===== config.mk =====
export PLATFORM = sky130hd
export DESIGN_NAME = hazard_ctrl_flat
export DESIGN_NICKNAME = d
export VERILOG_FILES = /design/src/rtl/hazard_ctrl_if.sv /design/src/rtl/hazard_ctrl.sv /design/src/flat_wrapper.sv
export SDC_FILE = /design/constraint.sdc
export NUM_CORES = 1
export LEC_CHECK = 0
export CORE_ASPECT_RATIO = 1.75
export CORE_MARGIN = 8
export CORE_UTILIZATION = 50
export CTS_BUF_LIST = sky130_fd_sc_hd__clkbuf_4 sky130_fd_sc_hd__clkbuf_8
export CTS_CLUSTER_SIZE = 25
export DETAILED_ROUTE_END_ITERATION = 10
export PLACE_DENSITY = 0.89
export SYNTH_ARGS = -nofsm -noshare
export SYNTH_HDL_FRONTEND = slang
export SYNTH_SLANG_ARGS = --single-unit

===== constraint.sdc =====
create_clock -name clk -period 3.2 [get_ports clk]
set_clock_uncertainty 0.1 [all_clocks]
set_input_delay 0.64 -clock clk [delete_from_list [all_inputs] [get_ports clk]]
set_output_delay 0.64 -clock clk [all_outputs]
set_load 0.005 [all_outputs]

===== src/rtl/hazard_ctrl_if.sv =====
// Signal bundle between the pipeline datapath and hazard_ctrl: the D-stage descriptor and
// the E/M status flow in, and the pipeline control strobes and forwarding selects flow out.
interface hazard_ctrl_if #(
  parameter int REG_AW = 5
);
  logic              d_valid, d_use_rs1, d_use_rs2, d_wr, d_load, d_long;
  logic [REG_AW-1:0] d_rs1, d_rs2, d_rd;
  logic              e_redirect, m_ready;
  logic              fd_hold, e_hold, e_bubble, m_bubble, d_flush;
  logic [1:0]        e_rs1_sel, e_rs2_sel;
  logic [REG_AW-1:0] w_rd;
  logic              w_we;

  modport master (
    output d_valid, d_use_rs1, d_use_rs2, d_wr, d_load, d_long,
    output d_rs1, d_rs2, d_rd, e_redirect, m_ready,
    input  fd_hold, e_hold, e_bubble, m_bubble, d_flush,
    input  e_rs1_sel, e_rs2_sel, w_rd, w_we
  );

  modport slave (
    input  d_valid, d_use_rs1, d_use_rs2, d_wr, d_load, d_long,
    input  d_rs1, d_rs2, d_rd, e_redirect, m_ready,
    output fd_hold, e_hold, e_bubble, m_bubble, d_flush,
    output e_rs1_sel, e_rs2_sel, w_rd, w_we
  );
endinterface


===== src/rtl/hazard_ctrl.sv =====
// Hazard controller for an in-order D/E/M/W pipeline: stalls, bubbles, flushes, forwarding selects.
// Define HAZARD_CTRL_FWD_EN for E-stage operand forwarding; otherwise RAW hazards stall in D.
module hazard_ctrl #(
  parameter int REG_AW  = 5,
  parameter int MUL_LAT = 3
) (
  input logic          clk,
  input logic          rst,
  hazard_ctrl_if.slave bus
);
  localparam int CNT_W = 3;

  typedef struct packed {
    logic [REG_AW-1:0] rd;
    logic              wr;
    logic              load;
    logic              lng;
  } stg_t;

  typedef struct packed {
    logic [REG_AW-1:0] rs1;
    logic [REG_AW-1:0] rs2;
    logic              use1;
    logic              use2;
  } src_t;

  logic             r_vld_p0, r_vld_p1, r_vld_p2;
  stg_t             r_e_p0, r_m_p1, r_w_p2;
  src_t             r_src_p0;
  logic [CNT_W-1:0] r_busy_cnt;
  logic             r_redir_pend;

  logic [REG_AW-1:0] w_rs1m, w_rs2m;
  logic w_m_wait, w_busy, w_redir, w_redir_e, w_hit_e, w_hit_m;
  logic w_ld_use, w_raw, w_d_stall, w_unused;

  function automatic logic rd_hit(input logic [REG_AW-1:0] rd,
                                  input logic [REG_AW-1:0] a,
                                  input logic [REG_AW-1:0] b);
    return (rd != '0) && ((rd == a) || (rd == b));
  endfunction

  // Unused D sources are masked to x0 so they can never match a nonzero rd.
  assign w_rs1m  = bus.d_use_rs1 ? bus.d_rs1 : '0;
  assign w_rs2m  = bus.d_use_rs2 ? bus.d_rs2 : '0;
  assign w_hit_e = bus.d_valid & rd_hit(r_e_p0.rd, w_rs1m, w_rs2m);
  assign w_hit_m = bus.d_valid & rd_hit(r_m_p1.rd, w_rs1m, w_rs2m);

  assign w_m_wait  = r_vld_p1 & ~bus.m_ready;
  assign w_busy    = (r_busy_cnt != '0);
  assign w_redir_e = bus.e_redirect & r_vld_p0;
  assign w_redir   = w_redir_e | r_redir_pend;
  assign w_ld_use  = r_vld_p0 & r_e_p0.load & w_hit_e;
  assign w_d_stall = w_ld_use | w_raw;

`ifdef HAZARD_CTRL_FWD_EN
  function automatic logic [1:0] fwd_sel(input logic use_b, input logic [REG_AW-1:0] rs);
    if (!r_vld_p0 || !use_b || rs == '0) return 2'd0;
    if (r_vld_p1 && r_m_p1.wr && r_m_p1.rd == rs) return 2'd1;
    if (r_vld_p2 && r_w_p2.wr && r_w_p2.rd == rs) return 2'd2;
    return 2'd0;
  endfunction

  assign bus.e_rs1_sel = fwd_sel(r_src_p0.use1, r_src_p0.rs1);
  assign bus.e_rs2_sel = fwd_sel(r_src_p0.use2, r_src_p0.rs2);
  assign w_raw         = 1'b0;
`else
  // No bypass network: the register file writes through, so only E and M producers stall D.
  assign bus.e_rs1_sel = 2'd0;
  assign bus.e_rs2_sel = 2'd0;
  assign w_raw         = (r_vld_p0 & r_e_p0.wr & w_hit_e) | (r_vld_p1 & r_m_p1.wr & w_hit_m);
`endif

  assign bus.w_rd = r_w_p2.rd;
  assign bus.w_we = r_vld_p2 & r_w_p2.wr & (r_w_p2.rd != '0);

  assign w_unused = ^{r_e_p0.wr, r_e_p0.lng, r_m_p1.load, r_m_p1.lng,
                      r_w_p2.load, r_w_p2.lng, r_src_p0, w_hit_m};

  always_comb begin
    bus.fd_hold  = 1'b0;
    bus.e_hold   = 1'b0;
    bus.e_bubble = 1'b0;
    bus.m_bubble = 1'b0;
    bus.d_flush  = 1'b0;
    if (w_m_wait) begin
      bus.fd_hold = 1'b1;
      bus.e_hold  = 1'b1;
    end else if (w_busy) begin
      bus.fd_hold  = 1'b1;
      bus.e_hold   = 1'b1;
      bus.m_bubble = 1'b1;
    end else if (w_redir) begin
      bus.d_flush  = 1'b1;
      bus.e_bubble = 1'b1;
    end else if (w_d_stall) begin
      bus.fd_hold  = 1'b1;
      bus.e_bubble = 1'b1;
    end
  end

  // Stage boundaries: D -> E (p0) -> M (p1) -> W (p2)
  always_ff @(posedge clk) begin
    if (rst) begin
      r_vld_p0     <= 1'b0;
      r_vld_p1     <= 1'b0;
      r_vld_p2     <= 1'b0;
      r_e_p0       <= '0;
      r_m_p1       <= '0;
      r_w_p2       <= '0;
      r_src_p0     <= '0;
      r_busy_cnt   <= '0;
      r_redir_pend <= 1'b0;
    end else if (w_m_wait) begin
      r_vld_p2 <= 1'b0;
      if (w_redir_e) r_redir_pend <= 1'b1;
    end else if (w_busy) begin
      r_busy_cnt <= r_busy_cnt - 1'b1;
      r_vld_p1   <= 1'b0;
      r_vld_p2   <= r_vld_p1;
      r_w_p2     <= r_m_p1;
      if (w_redir_e) r_redir_pend <= 1'b1;
    end else begin
      r_vld_p1     <= r_vld_p0;
      r_m_p1       <= r_e_p0;
      r_vld_p2     <= r_vld_p1;
      r_w_p2       <= r_m_p1;
      r_redir_pend <= 1'b0;
      if (w_redir || w_d_stall || !bus.d_valid) begin
        r_vld_p0 <= 1'b0;
      end else begin
        r_vld_p0 <= 1'b1;
        r_e_p0   <= '{rd: bus.d_rd, wr: bus.d_wr, load: bus.d_load, lng: bus.d_long};
        r_src_p0 <= '{rs1: bus.d_rs1, rs2: bus.d_rs2, use1: bus.d_use_rs1, use2: bus.d_use_rs2};
        if (bus.d_long) r_busy_cnt <= CNT_W'(MUL_LAT - 1);
      end
    end
  end
endmodule


===== src/flat_wrapper.sv =====
// flat-port wrapper written by rule: the top's interface ports become plain ports
module hazard_ctrl_flat 
#(
  parameter int REG_AW  = 5,
  parameter int MUL_LAT = 3
)
  (clk, rst, bus_d_valid, bus_d_use_rs1, bus_d_use_rs2, bus_d_wr, bus_d_load, bus_d_long, bus_d_rs1, bus_d_rs2, bus_d_rd, bus_e_redirect, bus_m_ready, bus_fd_hold, bus_e_hold, bus_e_bubble, bus_m_bubble, bus_d_flush, bus_e_rs1_sel, bus_e_rs2_sel, bus_w_rd, bus_w_we);
  hazard_ctrl_if #(.REG_AW(REG_AW)) bus_i ();
  input logic clk;
  input logic rst;
  input wire logic [$bits(bus_i.d_valid)-1:0] bus_d_valid;
  input wire logic [$bits(bus_i.d_use_rs1)-1:0] bus_d_use_rs1;
  input wire logic [$bits(bus_i.d_use_rs2)-1:0] bus_d_use_rs2;
  input wire logic [$bits(bus_i.d_wr)-1:0] bus_d_wr;
  input wire logic [$bits(bus_i.d_load)-1:0] bus_d_load;
  input wire logic [$bits(bus_i.d_long)-1:0] bus_d_long;
  input wire logic [$bits(bus_i.d_rs1)-1:0] bus_d_rs1;
  input wire logic [$bits(bus_i.d_rs2)-1:0] bus_d_rs2;
  input wire logic [$bits(bus_i.d_rd)-1:0] bus_d_rd;
  input wire logic [$bits(bus_i.e_redirect)-1:0] bus_e_redirect;
  input wire logic [$bits(bus_i.m_ready)-1:0] bus_m_ready;
  output wire logic [$bits(bus_i.fd_hold)-1:0] bus_fd_hold;
  output wire logic [$bits(bus_i.e_hold)-1:0] bus_e_hold;
  output wire logic [$bits(bus_i.e_bubble)-1:0] bus_e_bubble;
  output wire logic [$bits(bus_i.m_bubble)-1:0] bus_m_bubble;
  output wire logic [$bits(bus_i.d_flush)-1:0] bus_d_flush;
  output wire logic [$bits(bus_i.e_rs1_sel)-1:0] bus_e_rs1_sel;
  output wire logic [$bits(bus_i.e_rs2_sel)-1:0] bus_e_rs2_sel;
  output wire logic [$bits(bus_i.w_rd)-1:0] bus_w_rd;
  output wire logic [$bits(bus_i.w_we)-1:0] bus_w_we;
  assign bus_i.d_valid = bus_d_valid;
  assign bus_i.d_use_rs1 = bus_d_use_rs1;
  assign bus_i.d_use_rs2 = bus_d_use_rs2;
  assign bus_i.d_wr = bus_d_wr;
  assign bus_i.d_load = bus_d_load;
  assign bus_i.d_long = bus_d_long;
  assign bus_i.d_rs1 = bus_d_rs1;
  assign bus_i.d_rs2 = bus_d_rs2;
  assign bus_i.d_rd = bus_d_rd;
  assign bus_i.e_redirect = bus_e_redirect;
  assign bus_i.m_ready = bus_m_ready;
  assign bus_fd_hold = bus_i.fd_hold;
  assign bus_e_hold = bus_i.e_hold;
  assign bus_e_bubble = bus_i.e_bubble;
  assign bus_m_bubble = bus_i.m_bubble;
  assign bus_d_flush = bus_i.d_flush;
  assign bus_e_rs1_sel = bus_i.e_rs1_sel;
  assign bus_e_rs2_sel = bus_i.e_rs2_sel;
  assign bus_w_rd = bus_i.w_rd;
  assign bus_w_we = bus_i.w_we;
  hazard_ctrl #(.REG_AW(REG_AW), .MUL_LAT(MUL_LAT)) u_core (.clk(clk), .rst(rst), .bus(bus_i));
endmodule

==> flow_metrics.py <==
metrics = {
    "critical_path": {
        "cp_slowest_stage_delay_ns": 0.53,
        "end_kind": "primary output",
        "start_kind": "primary input",
        "crit_fanout": 6,
        "cp_cell_sequence": "buf_6, or4_4, a222oi_1, a21oi_1, o22ai_2, nor2_1, o21ai_1, clkdlybuf4s15_2",
        "cp_slowest_cell": "or4_4",
        "crit_required_ns": 2.46,
        "path_class": "in -> out",
        "critPathArrivalTime_ns": 2.48,
    },
    "clock_network": {
        "cts_buffer_depth": 2,
        "htreeDepth": 1,
        "cts_tree": "built",
        "cts_hold_buf": 0,
        "cts-root-buf": "clkbuf_8",
        "cts_sinks": 26,
        "cts-buffers-inserted": 3,
        "clkTransAtPathRegs_ns": 0.08,
        "insertion_delay_ns": 0.27,
    },
    "route": {
        "ant_nets": 0,
        "via_per_inst": 5.79,
        "wl_per_cell_um": 15.8,
        "first_pass_iters": 4,
        "drc": 0,
        "drt-initial-drc-count": 77,
        "wl_um": 4930,
        "num_vias": 1807,
    },
    "grt": {
        "grt_usage": 0.171,
        "grt_antenna_before_repair": 0,
        "grt_pass1_wl_um": 7570,
        "grt_overflow": 0,
        "grt_max_degree": 19,
        "grt_pass1_vias": 1706,
    },
    "power_and_ir_drop": {
        "p_total_uw": 1310,
        "p_int_uw": 799,
        "leakage_uw": 0.000891,
        "p_sw_frac": 0.388,
        "p_seq_frac": 0.341,
        "clkPwrFrac": 0.138,
        "peakVddDrop_mv": 0.574,
        "p_switching_uw": 507,
        "p_per_area_nw_per_um2": 576,
        "comb_power_share": 0.522,
    },
    "placed_design": {
        "gp_congestion": 0.929,
        "placedCellCount": 301,
        "dp_slack_ns": -0.609,
        "io_buffers": 35,
        "hpwl_um": 3550,
    },
    "final_layout": {
        "layout-drive-gt1-share": 0.208,
        "fill_cells": 254,
        "multi_input_area_um2": 1030,
        "regArea_um2": 520,
        "area_growth_syn_to_layout_pct": 37.0,
        "nets": 298,
        "finalNonFillerCells": 312,
        "fin_util": 0.722,
        "antenna_cells": 0,
    },
    "floorplanning": {
        "core-area_um2": 3140,
        "rows": 27,
        "fp.dieArea_um2": 5480,
        "start_util": 0.527,
        "ios": 40,
        "fp.dieW_um": 59.5,
        "die_y_um": 92.1,
    },
    "logic_synthesis": {
        "synth_common_cells": "nand2_1, a21oi_1, dfxtp_1",
        "synth_top_family_by_area": "compound AO/OA/AOI/OAI gates",
        "syn_area_um2": 1660,
        "ys_seq_area_frac": 0.314,
        "yosys_warnings": 0,
        "syn_inst": 219,
        "synth-edff-count": 0,
        "synth_compound_area_frac": 0.256,
        "yosysMostFrequentCell": "nand2_1",
        "ys_seq_elements": 26,
        "muxShareOfSynthArea": 0.00907,
        "synthAdderAreaFrac": 0.0151,
        "synthSimpleGateAreaFrac": 0.246,
        "avgSynthCellArea_um2": 7.56,
        "synthTopCellsByArea": "dfxtp_1, nand2_1, a21oi_1",
        "synth_xor_area_frac": 0.0529,
        "synth_top_cell_area_share": 0.314,
        "synth_ff_type": "dfxtp_1",
        "synth_cell_types": 41,
        "synth_largest_area_cell": "dfxtp_1",
        "synthArstFlopShare": 0,
    },
    "timing": {
        "tightest_slew_ns": 0.640,
        "slew_viol_final": 0,
        "timing.final.hold_violations": 0,
        "timing.final.ws_setup_ns": -0.0182,
        "relSlewSlack": 0.572,
        "fin_crit_ns": 3.22,
        "setup_violations": 2,
        "max_freq_mhz": 311,
        "min_period_over_period": 1.01,
        "hold-worst-slack_ns": 0.366,
    },
    "run_status": {
        "status": "finished with violations",
        "violations": "setup timing",
    },
    "min_path": {
        "hold_class": "reg -> reg",
    },
    "flow_run": {
        "max_cap_viol_count": 0,
    },
}
layer usage:
metal  track usage  part of all wire  vias to the layer above
met3        0.0322             0.062                       12
met4        0.0922             0.029                        0
li1              -                 -                      857
met2         0.308              0.55                       78
met1         0.175              0.36                      860
met5             0                 0                        -
placed cells by master (no fill, tap or decap), types with 3 or more instances in the layout:
master / instances
clkdlybuf4s50_1: 28
nor2_1: 12
or3_1: 3
nand2_1: 39
clkbuf_8: 3
o21ai_0: 9
nand3_1: 11
a22oi_1: 3
buf_4: 32
dfxtp_1: 26
a21oi_1: 27
inv_1: 9
conb_1: 4
nor3_1: 4
dlymetal6s2s_1: 3
xor2_1: 9
power groups by stage:
stage	clock network [µW]	registers [µW]	logic (µW)
final	180	445	681
after global routing	199	451	749
after CTS	178	441	646
after detailed placement	0	449	637
after global placement	0	446	628
after floorplan	0	420	402
path summary, 6_finish.rpt:
check / startpoint / end / slack, ns / depth (start not counted)
hold reg to reg: u_core.bus.w_rd[4] / u_core.bus.w_rd[4] / 0.37 / 2
setup / recovery: bus_d_rs1[3] / bus_fd_hold / -0.02 / 8
hold / removal: u_core.bus.w_rd[4] / u_core.bus.w_rd[4] / 0.37 / 2
setup reg to reg: u_core.r_m_p1[4] / u_core.r_busy_cnt[1] / 0.65 / 8
timing repair:
item | in CTS | in global routing
buffers inserted | 3 | 6
endpoints found under the setup margin | 2 | 2
pin swaps | 4 | 8
resized for setup | 14 | 17
flip-flops by register name, summed over array words and instances (netlist names):
register / flops
u_core.r_e_p0: 7
u_core.r_vld_p1: 1
u_core.r_vld_p0: 1
u_core.r_vld_p2: 1
u_core.r_m_p1: 6
u_core.r_redir_pend: 1
u_core.bus.w_rd: 5
u_core.r_busy_cnt: 3
u_core.r_w_p2: 1
layout make-up:
type                    count  share of cell area
multi-input cells         164               0.453
well taps                  43              0.0237
flip-flops and latches     26               0.229
clock buffers               3              0.0182
repair buffers             67               0.260
inverters                   9              0.0149
cells by family after synthesis:
family	after synthesis
other	1
flip-flops	26
AND/OR/NAND/NOR	86
AO/OA/AOI/OAI	61
adder cells (fa/ha/maj)	2
XOR/XNOR	10
multiplexers	1
buffers and inverters	32
worst max-delay path, delay by kind of cell:
kind / cells / cell delay, ns
buffers and inverters: 2 / 0.33
AOI/OAI and AO/OA: 4 / 0.89
and+or+nand+nor: 2 / 0.61
stage by stage:
| step | setup TNS, ns | area [µm²] |
|---|---|---|
| floorplan | 0 | 1670 |
| global placement | -1.08 | 2110 |
| detailed placement | -1.18 | 2110 |
| CTS | 0 | 2170 |
| global route | -0.247 | 2270 |
| finish | -0.0194 | 2270 |
(Power assumes the default switching activity.)
